File: src/rtl/filter_sequencer.sv
`default_nettype none
// ============================================================================
// Module      : filter_sequencer
// Description : Streams NUM_SAMPLES words from a single-port sample BRAM into
//               the filter datapath one sample at a time, and writes each
//               filter result into a result buffer at the matching address.
// Revision    : 1.0 - initial release
// ----------------------------------------------------------------------------
// Parameters
//   ADDR_W      sample / result address width
//   NUM_SAMPLES samples per run, 1 .. 2**ADDR_W
//   TIMEOUT     WAIT watchdog limit in cycles (FILTER_SEQ_TIMEOUT_EN only)
// Ports
//   clk, rst           single clock, synchronous active-high reset
//   start              begin a run (honoured only in IDLE or ERROR)
//   memAddr / memData  BRAM read address (registered) / read data (1-cycle)
//   filtIn             sample to filter, memData[31:14], held until next LATCH
//   filtNewData        one-cycle strobe to the filter
//   filtOut/filtReady  filter result and its single-cycle valid pulse
//   outWrEn/outAddr/outData  result buffer write port
//   busy, done, err    status: running, end-of-run pulse, watchdog fault
// Configuration
//   FILTER_SEQ_TIMEOUT_EN  when defined, adds the WAIT watchdog and the ERROR
//                          state; otherwise err is constant 0.
// ============================================================================
module filter_sequencer #(
  parameter int ADDR_W      = 10,
  parameter int NUM_SAMPLES = 1024,
  parameter int TIMEOUT     = 256
) (
  input  logic              clk,
  input  logic              rst,
  input  logic              start,
  output logic [ADDR_W-1:0] memAddr,
  input  logic [31:0]       memData,
  output logic [17:0]       filtIn,
  output logic              filtNewData,
  input  logic [17:0]       filtOut,
  input  logic              filtReady,
  output logic              outWrEn,
  output logic [ADDR_W-1:0] outAddr,
  output logic [17:0]       outData,
  output logic              busy,
  output logic              done,
  output logic              err
);

  localparam logic [2:0] S_IDLE  = 3'd0;
  localparam logic [2:0] S_FETCH = 3'd1;
  localparam logic [2:0] S_LATCH = 3'd2;
  localparam logic [2:0] S_WAIT  = 3'd3;
  localparam logic [2:0] S_DONE  = 3'd4;
  localparam logic [2:0] S_ERROR = 3'd5;

  // idx carries one extra bit so NUM_SAMPLES = 2**ADDR_W needs no wrap.
  localparam logic [ADDR_W:0] LAST_IDX = (ADDR_W+1)'(NUM_SAMPLES - 1);

  logic [2:0]      r_state;
  logic [ADDR_W:0] r_idx;
  logic [ADDR_W:0] w_idx_next;
  logic            w_last;
  logic            w_timeout;

  // Only the top 18 bits of each sample word feed the filter.
  logic w_unused_mem;
  assign w_unused_mem = ^memData[13:0];

  assign w_idx_next = r_idx + 1'b1;
  assign w_last     = (r_idx == LAST_IDX);

`ifdef FILTER_SEQ_TIMEOUT_EN
  localparam int CNT_W = $clog2(TIMEOUT + 1);

  logic [CNT_W-1:0] r_wait_cnt;
  logic             r_err;

  // Counts completed WAIT cycles; held at zero outside WAIT so every entry
  // into WAIT starts from a clean count.
  always_ff @(posedge clk) begin
    if (rst || r_state != S_WAIT) begin
      r_wait_cnt <= '0;
    end else begin
      r_wait_cnt <= r_wait_cnt + 1'b1;
    end
  end

  // Fires in the TIMEOUT-th WAIT cycle if the filter still has not answered.
  assign w_timeout = (r_state == S_WAIT) && !filtReady &&
                     (r_wait_cnt == CNT_W'(TIMEOUT - 1));

  always_ff @(posedge clk) begin
    if (rst) begin
      r_err <= 1'b0;
    end else if ((r_state == S_IDLE || r_state == S_ERROR) && start) begin
      r_err <= 1'b0;
    end else if (w_timeout) begin
      r_err <= 1'b1;
    end
  end

  assign err = r_err;
`else
  logic w_unused_timeout;
  assign w_unused_timeout = (TIMEOUT != 0);
  assign w_timeout        = 1'b0;
  assign err              = 1'b0;
`endif

  always_ff @(posedge clk) begin
    if (rst) begin
      r_state     <= S_IDLE;
      r_idx       <= '0;
      memAddr     <= '0;
      filtIn      <= '0;
      filtNewData <= 1'b0;
      outWrEn     <= 1'b0;
      outAddr     <= '0;
      outData     <= '0;
    end else begin
      // Both strobes are single-cycle unless re-armed below.
      filtNewData <= 1'b0;
      outWrEn     <= 1'b0;
      case (r_state)
        S_IDLE, S_ERROR: begin
          if (start) begin
            r_idx   <= '0;
            memAddr <= '0;
            r_state <= S_FETCH;
          end
        end
        S_FETCH: begin
          r_state <= S_LATCH;
        end
        S_LATCH: begin
          filtIn      <= memData[31:14];
          filtNewData <= 1'b1;
          r_state     <= S_WAIT;
        end
        S_WAIT: begin
          if (filtReady) begin
            outData <= filtOut;
            outAddr <= r_idx[ADDR_W-1:0];
            outWrEn <= 1'b1;
            if (w_last) begin
              r_state <= S_DONE;
            end else begin
              r_idx   <= w_idx_next;
              memAddr <= w_idx_next[ADDR_W-1:0];
              r_state <= S_FETCH;
            end
          end else if (w_timeout) begin
            r_state <= S_ERROR;
          end
        end
        S_DONE: begin
          r_state <= S_IDLE;
        end
        default: begin
          r_state <= S_IDLE;
        end
      endcase
    end
  end

  assign busy = (r_state != S_IDLE) && (r_state != S_ERROR);
  assign done = (r_state == S_DONE);

endmodule
`default_nettype wire
File: config.mk
export PLATFORM = sky130hd
export DESIGN_NAME = filter_sequencer
export DESIGN_NICKNAME = d
export VERILOG_FILES = /design/src/rtl/filter_sequencer.sv
export SDC_FILE = /design/constraint.sdc
export NUM_CORES = 1
export LEC_CHECK = 0
export CAP_MARGIN = 10
export CORE_ASPECT_RATIO = 2
export CORE_UTILIZATION = 37
export CTS_CLUSTER_SIZE = 25
export DETAILED_ROUTE_END_ITERATION = 6
export PLACE_DENSITY_LB_ADDON = 0.1
export SLEW_MARGIN = 20
export SYNTH_ARGS = -nofsm -noshare
export SYNTH_HDL_FRONTEND = slang
export SYNTH_SLANG_ARGS = --single-unit
export TNS_END_PERCENT = 30
File: constraint.sdc
create_clock -name clk -period 1.6 [get_ports clk]
set_input_delay 0.16 -clock clk [delete_from_list [all_inputs] [get_ports clk]]
set_output_delay 0.16 -clock clk [all_outputs]
set_load 0.02 [all_outputs]
==> results.json <==
{
  "timing.final.setup_violations": 0,
  "crit_path_cell_trace": "ha_2 -> and3_2 -> a41oi_2 -> buf_4 -> nor4b_2 -> a31o_1",
  "static-leakage-power_nw": 1.58,
  "finish.utilization_pct": 60.2,
  "avgRoutedWirePerCell_um": 14.0,
  "nets": 478,
  "timing.final.max_slew_violations": 0,
  "synth_simple_gate_area_share_pct": 25.0,
  "die_height_um": 119,
  "critical_path_class": "register to register",
  "syn_inst": 314,
  "post_synth_fa_ha_maj_area_fraction_pct": 0.495,
  "powerDensity_nw_per_um2": 994,
  "post-synth-top-count-cell": "sky130_fd_sc_hd__nand2_1",
  "area_delta_synth_final_pct": 57.6,
  "syn_nets": 369,
  "grt_antenna_before_repair": 0,
  "std_cell_rows": 42,
  "placed_cells_incl_taps": 499,
  "ff2ff_path_depth": 6,
  "async_reset_ff_share_pct": 0,
  "post_synth_main_area_contributors": "sky130_fd_sc_hd__dfxtp_1 (49%), sky130_fd_sc_hd__nand2_1 (15%), sky130_fd_sc_hd__a21oi_1 (9.9%), sky130_fd_sc_hd__buf_4 (3.3%), sky130_fd_sc_hd__clkbuf_1 (1.8%)",
  "cp_slowest_cell": "sky130_fd_sc_hd__dfxtp_1",
  "gp_routability_congestion": 0.824,
  "critPathRequiredTime_ns": 1.82,
  "largest_net_degree_at_the_start_of_global_routing": 27,
  "largest_incremental_delay_on_the_critical_path_ns": 0.34,
  "yosys_warnings": 0,
  "hold-path-cell-count": 2,
  "layout.cell_area.non_filler_um2": 3990,
  "finish.cell_count_without_fillers": 516,
  "synthesis.area_per_instance_um2": 8.06,
  "synth.lib_cells_used.distinct": 41,
  "post_synthesis_register_bit_count": 62,
  "portBuffers": 99,
  "num_io_pins": 115,
  "critPathCaptureType": "register",
  "antenna-diode-count": 0,
  "globalRoute.totalOverflow": 0,
  "combinational_family_with_the_most_area_after_synthesis": "simple AND/OR/NAND/NOR gates",
  "startpoint_kind_of_the_worst_setup_timing_path": "register",
  "clock_sink_count": 62,
  "synth_edf_count": 0,
  "synth_compound_area_share_pct": 17.5,
  "detailroute.via_count": 2553,
  "netlist.area_leader.share_pct": 49.1,
  "synth_largest_area_cell": "sky130_fd_sc_hd__dfxtp_1",
  "initial_core_util_pct": 38.2,
  "detailed_route_vias_per_instance": 4.95,
  "route.antenna.remaining_nets": 0,
  "clock.fmax_ghz": 0.645,
  "wire_length_of_the_first_global_routing_pass_um": 11500,
  "clock_tree_from_tritoncts": "built",
  "yosys.area_share.xor_xnor_pct": 0,
  "critical_path.max_fanout": 4,
  "detailedRoute.firstIterationViolations": 106,
  "place.detailed.hpwl_um": 5230,
  "synth.yosys.seq_area_share_pct": 49.1,
  "clock_buffers_created_by_tritoncts": 9,
  "result_of_the_run": "finished, final reports clean",
  "final.setup_skew_ns": 0.00262,
  "post_synth_mux_area_share_pct": 0,
  "die_area_um2": 7190,
  "drv_cap": 0,
  "crit_arrival_ns": 1.78,
  "min_period_ns": 1.55,
  "min-delay-path-class": "input port to register",
  "floorplan.core_area_um2": 6620,
  "netlist_top_cells_count": "sky130_fd_sc_hd__nand2_1 (101), sky130_fd_sc_hd__dfxtp_1 (62), sky130_fd_sc_hd__a21oi_1 (50), sky130_fd_sc_hd__clkbuf_1 (12), sky130_fd_sc_hd__buf_4 (11)",
  "power_mw": 3.96,
  "post_route_fraction_of_the_period_consumed_by_the_critical_path_pct": 97.0,
  "clock_insertion_delay_worst_skew_ns": 0.33,
  "power.ir.vdd_worst_mv": 0.781,
  "die_width_um": 60.5,
  "layout.filler_cells": 659,
  "cts.path.max_buffers": 2,
  "synth_area_um2": 2530,
  "synthFlopType": "sky130_fd_sc_hd__dfxtp_1",
  "remaining_drc_errors": 0,
  "globalRouteTotalUtil_pct": 22.0,
  "cts_hold_buf": 0,
  "clock_tree.root_cell": "sky130_fd_sc_hd__clkbuf_16",
  "drive_above_1_share_pct": 14.3,
  "finalWirelength_um": 7230,
  "rsz0062_at_grt": "yes",
  "via_count_of_the_first_global_routing_pass": 2368,
  "h-tree-depth": 3,
  "clk_transition_reported_paths_ns": 0.05,
  "placed_cell_area_um2": 3670,
  "timing.final.hold_violations": 0,
  "dr.pass1.iters": 4
}
cell type report:
| type | instances | area (µm²) | area share, % |
|---|---|---|---|
| clock buffers | 11 | 233 | 5.84 |
| clock inverters | 5 | 50.0 | 1.26 |
| inverters | 3 | 11.3 | 0.282 |
| multi-input cells | 217 | 1110 | 27.9 |
| flip-flops and latches | 62 | 1250 | 31.4 |
| well taps | 88 | 110 | 2.76 |
| repair buffers | 130 | 1220 | 30.6 |
report_power, final:
group          internal [mW]  switching [mW]  leakage [nW]
registers               1.59          0.0358         0.503
clock network           1.19           0.667         0.143
logic                  0.240           0.233         0.937
total                   3.03           0.935          1.58
sequential cells by signal, summed over array words and instances, names as in the netlist:
| signal | flops |
|---|---|
| outWrEn | 1 |
| r_state | 3 |
| r_idx | 2 |
| memAddr | 9 |
| outAddr | 10 |
| outData | 18 |
| filtIn | 18 |
| filtNewData | 1 |
metal layers:
metal	up-vias	track usage, %	share of wire (%)
met2	71	39.5	56
met1	1197	21.1	36
met3	11	7.17	5.5
li1	1274	-	-
met5	-	0	0
met4	0	11.1	2.2
worst max-delay path: cells and delay by family, from the launching register on:
kind | cells | cell delay, ns
fa+ha+maj | 1 | 0.21
buf+inv | 1 | 0.18
simple gates | 2 | 0.40
flops | 1 | 0.34
compound gates | 2 | 0.33
layout by cell type (no fill, tap or decap), types with 2 or more instances in the layout:
cell type and n:
sky130_fd_sc_hd__nand2_1 101, sky130_fd_sc_hd__clkdlybuf4s50_1 87, sky130_fd_sc_hd__dfxtp_1 59, sky130_fd_sc_hd__a21oi_1 50
sky130_fd_sc_hd__buf_4 31, sky130_fd_sc_hd__clkbuf_16 9, sky130_fd_sc_hd__nor2_1 7, sky130_fd_sc_hd__o21ai_0 6
sky130_fd_sc_hd__dlymetal6s2s_1 6, sky130_fd_sc_hd__a31oi_1 5, sky130_fd_sc_hd__nand3_1 5, sky130_fd_sc_hd__nor3_1 4
sky130_fd_sc_hd__clkinv_2 4, sky130_fd_sc_hd__inv_1 3, sky130_fd_sc_hd__dlygate4sd2_1 3, sky130_fd_sc_hd__nor2b_1 2
sky130_fd_sc_hd__or3_1 2, sky130_fd_sc_hd__and4b_1 2, sky130_fd_sc_hd__nand2b_1 2, sky130_fd_sc_hd__and4_1 2
sky130_fd_sc_hd__and4_4 2, sky130_fd_sc_hd__nor4b_2 2, sky130_fd_sc_hd__a311oi_1 2, sky130_fd_sc_hd__nand3b_1 2
sky130_fd_sc_hd__clkbuf_1 2, sky130_fd_sc_hd__buf_2 2, sky130_fd_sc_hd__dfxtp_4 2
through the flow:
stage               setup TNS, ns  setup slack [ns]  hold WS, ns
finish                          0            0.0484        0.200
floorplan                       0            0.0348        0.272
detailed placement          -1.46            -0.140        0.446
CTS                             0           0.00724        0.187
global placement           -0.781           -0.0938        0.442
global route              -0.0370           -0.0179        0.208
logic make-up (layout without fill, tap and decap cells):
kind of cell | count (synthesis) | after routing
simple gates | 140 | 140
compound gates | 75 | 75
flops | 62 | 62
buf+inv | 35 | 149
fa+ha+maj | 1 | 1
other cells | 1 | 1
path summary, 6_finish.rpt:
| path | start | to | slack [ns] |
|---|---|---|---|
| worst min-delay path | rst | outWrEn$_SDFF_PP0_ | 0.20 |
| worst max register to register | memAddr[0]$_SDFFE_PP0P_ | memAddr[6]$_SDFFE_PP0P_ | 0.05 |
| worst max-delay path | memAddr[0]$_SDFFE_PP0P_ | memAddr[6]$_SDFFE_PP0P_ | 0.05 |
| worst min register to register | outAddr[9]$_SDFFE_PP0P_ | outAddr[9]$_SDFFE_PP0P_ | 0.45 |
what timing repair did:
item | 4_1_cts | 5_1_grt
pin swaps | 0 | 2
setup endpoints to repair | 16 | 14
endpoints found under the hold margin | 0 | 0
setup buffers | 0 | 1
gates resized for setup | 12 | 15
Note: power is estimated with default switching activity, not from simulation.
